## src/rtl/fmul_arbiter.sv

```systemverilog
// Round-robin sharing of one LAT-stage fmul among NREQ requesters; handshake to rsp_valid is LAT+1 cycles.
// A held result blocks only its owner. Define FMUL_ARB_OVF_EN to build the overflow path.
module fmul_arbiter #(
    parameter int NREQ = 4,
    parameter int LAT  = 3
) (
    input  logic                 clk,
    input  logic                 rst,
    input  logic [NREQ-1:0]      req_valid,
    output logic [NREQ-1:0]      req_ready,
    input  logic [32*NREQ-1:0]   req_x1,
    input  logic [32*NREQ-1:0]   req_x2,
    output logic [NREQ-1:0]      rsp_valid,
    input  logic [NREQ-1:0]      rsp_ready,
    output logic [32*NREQ-1:0]   rsp_y,
    output logic [NREQ-1:0]      rsp_ovf,
    output logic [31:0]          fmul_x1,
    output logic [31:0]          fmul_x2,
    input  logic [31:0]          fmul_y,
    input  logic                 fmul_ovf
);

    localparam int IDW = (NREQ > 1) ? $clog2(NREQ) : 1;

    typedef logic [IDW-1:0] id_t;

    typedef struct packed {
        logic vld;
        id_t  id;
    } tag_t;

    logic [NREQ-1:0] busy;
    logic [NREQ-1:0] elig;
    logic [NREQ-1:0] gnt;
    logic [NREQ-1:0] rel;
    logic            gnt_any;
    id_t             gnt_idx;
    id_t             last;
    tag_t [LAT-1:0]  tag_q;
    logic            cap_vld;
    id_t             cap_id;

    // Index base+off wrapped into 0..NREQ-1; off never exceeds NREQ.
    function automatic id_t rr_idx(input id_t base, input int off);
        int sum;
        sum = int'(base) + off;
        if (sum >= NREQ) begin
            sum = sum - NREQ;
        end
        return id_t'(sum);
    endfunction

    assign elig = req_valid & ~busy & {NREQ{~rst}};
    assign rel  = rsp_valid & rsp_ready;

    always_comb begin
        gnt     = '0;
        gnt_any = 1'b0;
        gnt_idx = '0;
        for (int off = 1; off <= NREQ; off++) begin
            if (!gnt_any && elig[rr_idx(last, off)]) begin
                gnt_any               = 1'b1;
                gnt_idx               = rr_idx(last, off);
                gnt[rr_idx(last, off)] = 1'b1;
            end
        end
    end

    assign req_ready = gnt;
    assign fmul_x1   = gnt_any ? req_x1[32*int'(gnt_idx) +: 32] : 32'd0;
    assign fmul_x2   = gnt_any ? req_x2[32*int'(gnt_idx) +: 32] : 32'd0;

    // A grant and a release can never hit the same requester in one cycle.
    always_ff @(posedge clk or posedge rst) begin
        if (rst) begin
            busy <= '0;
            last <= id_t'(NREQ - 1);
        end else begin
            busy <= (busy & ~rel) | gnt;
            if (gnt_any) begin
                last <= gnt_idx;
            end
        end
    end

    always_ff @(posedge clk or posedge rst) begin
        if (rst) begin
            tag_q <= '0;
        end else begin
            tag_q[0] <= {gnt_any, gnt_idx};
            for (int i = 1; i < LAT; i++) begin
                tag_q[i] <= tag_q[i-1];
            end
        end
    end

    assign cap_vld = tag_q[LAT-1].vld;
    assign cap_id  = tag_q[LAT-1].id;

    always_ff @(posedge clk or posedge rst) begin
        if (rst) begin
            rsp_valid <= '0;
            rsp_y     <= '0;
        end else begin
            for (int k = 0; k < NREQ; k++) begin
                if (cap_vld && cap_id == id_t'(k)) begin
                    rsp_valid[k]       <= 1'b1;
                    rsp_y[32*k +: 32]  <= fmul_y;
                end else if (rel[k]) begin
                    rsp_valid[k] <= 1'b0;
                end
            end
        end
    end

`ifdef FMUL_ARB_OVF_EN
    // fmul_ovf leads fmul_y by one cycle; one register lines them up.
    logic            ovf_q;
    logic [NREQ-1:0] rsp_ovf_q;

    always_ff @(posedge clk or posedge rst) begin
        if (rst) begin
            ovf_q     <= 1'b0;
            rsp_ovf_q <= '0;
        end else begin
            ovf_q <= fmul_ovf;
            for (int k = 0; k < NREQ; k++) begin
                if (cap_vld && cap_id == id_t'(k)) begin
                    rsp_ovf_q[k] <= ovf_q;
                end
            end
        end
    end

    assign rsp_ovf = rsp_ovf_q;
`else
    logic unused_ovf;
    assign unused_ovf = fmul_ovf;
    assign rsp_ovf    = '0;
`endif

endmodule

```

## config.mk

```make
export PLATFORM = sky130hd
export DESIGN_NAME = fmul_arbiter
export DESIGN_NICKNAME = d
export VERILOG_FILES = /design/src/rtl/fmul_arbiter.sv
export SDC_FILE = /design/constraint.sdc
export NUM_CORES = 1
export LEC_CHECK = 0
export CAP_MARGIN = 20
export CORE_AREA = 4 4 193 195
export CTS_BUF_LIST = sky130_fd_sc_hd__clkbuf_8 sky130_fd_sc_hd__clkbuf_16
export DETAILED_ROUTE_END_ITERATION = 12
export DIE_AREA = 0 0 197 199
export PLACE_DENSITY = 0.66
export REMOVE_ABC_BUFFERS = 1
export SYNTH_ARGS = -nofsm -noshare
export SYNTH_HDL_FRONTEND = slang
export SYNTH_SLANG_ARGS = --single-unit
```

## constraint.sdc

```tcl
create_clock -name clk -period 27.9 [get_ports clk]
set_input_delay 6.975 -clock clk [delete_from_list [all_inputs] [get_ports clk]]
set_output_delay 6.975 -clock clk [all_outputs]
set_load 0.02 [all_outputs]
```

==> impl_metrics.env <==
export IMPL_layout_setup_ws_ns=8.95
export IMPL_critPathArrivalTime_ns=11.98
export IMPL_pin_count=503
export IMPL_globalplace_congestion=0.835
export IMPL_dr_first_iter_drc_count=331
export IMPL_reg2reg_to="tag_q[1]"
export IMPL_core_rowCount=69
export IMPL_synth_edf_count=0
export IMPL_ant_nets=0
export IMPL_max_cap_violations=0
export IMPL_netlist_top_cells_count="dfrtp_1 (145), mux2_2 (128), and3_1 (115), a31oi_1 (102), mux2i_1 (52)"
export IMPL_netlist_area_mm2=0.00847
export IMPL_setup_tns_ns=0
export IMPL_ir_drop_uv=66.1
export IMPL_die_h_um=199
export IMPL_ys_flop_type="dfrtp_1"
export IMPL_holdBufCountCts=0
export IMPL_hold_viol_final=0
export IMPL_max_freq_mhz=52.8
export IMPL_die_area_mm2=0.0392
export IMPL_area_delta_synth_final_pct=70.0
export IMPL_finalCritPeriodShare_pct=67.9
export IMPL_netlist_area_leader_share_pct=42.8
export IMPL_post_cts_buffers=0
export IMPL_grt_max_degree=95
export IMPL_hold_path_startpoint="tag_q[2]"
export IMPL_finalWirelength_um=36300
export IMPL_hold_worst_slack_ns=0.348
export IMPL_num_fill_cells=3523
export IMPL_core_area_mm2=0.0354
export IMPL_synth_seq_cells=147
export IMPL_multi_input_area_mm2=0.00441
export IMPL_cp_max_fo=67
export IMPL_start_util_pct=23.9
export IMPL_clkTransAtPathRegs_ns=0.06
export IMPL_cts_tree="done"
export IMPL_cts_buffers=17
export IMPL_setup_viol=0
export IMPL_crit_path_end_kind="output pin"
export IMPL_ff2ff_setup_slack_ns=24.76
export IMPL_postCtsResizedCells=0
export IMPL_finClkSkew_ns=0.00884
export IMPL_hp_class="reg2reg"
export IMPL_yosys_area_top_type="dfrtp_1"
export IMPL_drtPass1Iterations=5
export IMPL_fin_nets=1538
export IMPL_synthCells=776
export IMPL_htree_levels=4
export IMPL_ff_latch_area_mm2=0.00368
export IMPL_grt_pass1_wl_um=52500
export IMPL_pwr_density_cell_mw_per_mm2=107
export IMPL_async_reset_ff_share_pct=100
export IMPL_reg2reg_from="last[0]"
export IMPL_cts_sinks=147
export IMPL_grt_usage_pct=17.4
export IMPL_pre_cts_ws_ns=8.94
export IMPL_tightest_slew_ns=0.950
export IMPL_status="finished clean"
export IMPL_crit_type="in2out"
export IMPL_vias_per_cell=4.95
export IMPL_drv_slew=0
export IMPL_synth_area_top_cells="dfrtp_1 (43%), mux2_2 (17%), and3_1 (8.5%)"
export IMPL_worst_ep_required_time_ns=20.92
export IMPL_synth_lib_cells_used_distinct=51
export IMPL_dp_hpwl_um=28000
export IMPL_first_global_vias=8706
export IMPL_hold_end="tag_q[5]"
export IMPL_io_buffers=497
export IMPL_rsz0062_at_grt="false"
export IMPL_holdPathStages=0
export IMPL_post_drt_wl_per_cell_um=21.3
export IMPL_reg2reg_depth=6
export IMPL_drc=0
export IMPL_grt_antenna_before_repair=7
export IMPL_yosys_warnings=0
export IMPL_vias=8441
export IMPL_p_leak_nw=6.18
export IMPL_yosysMostFrequentCell="dfrtp_1"
export IMPL_clockRootBuffer="clkbuf_16"
export IMPL_syn_area_per_cell_um2=10.9
export IMPL_clk_path_buf_depth=2
export IMPL_overflow=0
export IMPL_crit_path_start_kind="input pin"
export IMPL_timing_slew_headroom_pct=35.0
export IMPL_die_w_um=197
export IMPL_finalCriticalPeriod_ns=18.95
export IMPL_clock_latency_ns=0.41
export IMPL_drive_gt1_share_pct=15.5
export IMPL_seq_area_frac_synth_pct=43.5
-- how the worst max path moves through the flow --
stage,from,to,slack (ns),depth (start not counted)
after floorplan,rst,fmul_x1[0],7.98,5
after global placement,rst,fmul_x2[10],8.97,10
after detailed placement,rst,fmul_x2[10],8.94,10
after CTS,rst,fmul_x2[10],8.93,10
after global routing,rst,fmul_x2[10],8.70,10
final,rst,fmul_x2[10],8.95,10
-- worst max-delay path, stage by stage --
cell and delay [ns]:
clkdlybuf4s50_1 0.68, or4b_4 0.64, a21oi_2 0.34, a31oi_4 0.19, nand2_4 0.37, buf_4 0.41
buf_4 0.61, a2111oi_0 0.23, a311oi_1 0.64, clkdlybuf4s50_1 0.82
-- sequential cells by signal, summed over array words and instances, names as in the netlist --
register and flops:
last 2, cap_id 2, cap_vld 1, tag_q 6
busy 4, rsp_valid 4, rsp_y 128
-- stage by stage --
step | instance area (um2) | instances | utilization (%) | total power [mW]
after global routing | 14400 | 1706 | 40.7 | 1.63
after global placement | 13800 | 1673 | 39.0 | 1.32
final | 14400 | 1706 | 40.7 | 1.54
after detailed placement | 13800 | 1673 | 39.0 | 1.33
after floorplan | 8080 | 699 | - | 0.867
after CTS | 14400 | 1703 | 40.7 | 1.56
-- where the power goes --
group	internal, mW	switching (mW)
combinational	0.450	0.489
clock	0.136	0.0874
sequential	0.320	0.0620
-- cell families after synthesis --
kind of cell,Yosys count,synth area share [%]
muxes,181,23.4
adders and majority gates,8,1.18
buffers and inverters,91,5.21
and+or+nand+nor,186,13.2
AOI/OAI and AO/OA,162,13.5
other,1,0.0443
DFF,147,43.5
-- layout make-up --
| class | count | area share, % |
|---|---|---|
| diodes | 3 | 0.0521 |
| clock buffers | 19 | 3.14 |
| clock inverters | 11 | 0.895 |
| inverters | 11 | 0.347 |
| multi-input cells | 541 | 30.6 |
| flip-flops and latches | 147 | 25.6 |
| well taps | 461 | 4.00 |
| repair buffers | 513 | 35.4 |
-- cells in the final DEF, fill, tap and decap left out, drive strengths merged, types with 13 or more instances in the layout --
master           n
and3           115
mux2           128
a31oi          103
dfrtp          145
buf             16
nand2           33
a2111oi         15
clkbuf          19
clkdlybuf4s50  497
mux2i           52
a311oi          13
-- layer usage --
metal	track usage (%)	up-vias	part of all wire [%]
met4	5.34	0	2.3
met5	0	-	0
met2	32.2	398	52
met3	6.06	44	9.6
li1	-	3889	-
met1	18.7	4110	36
Power figures use the tool's default switching activity.
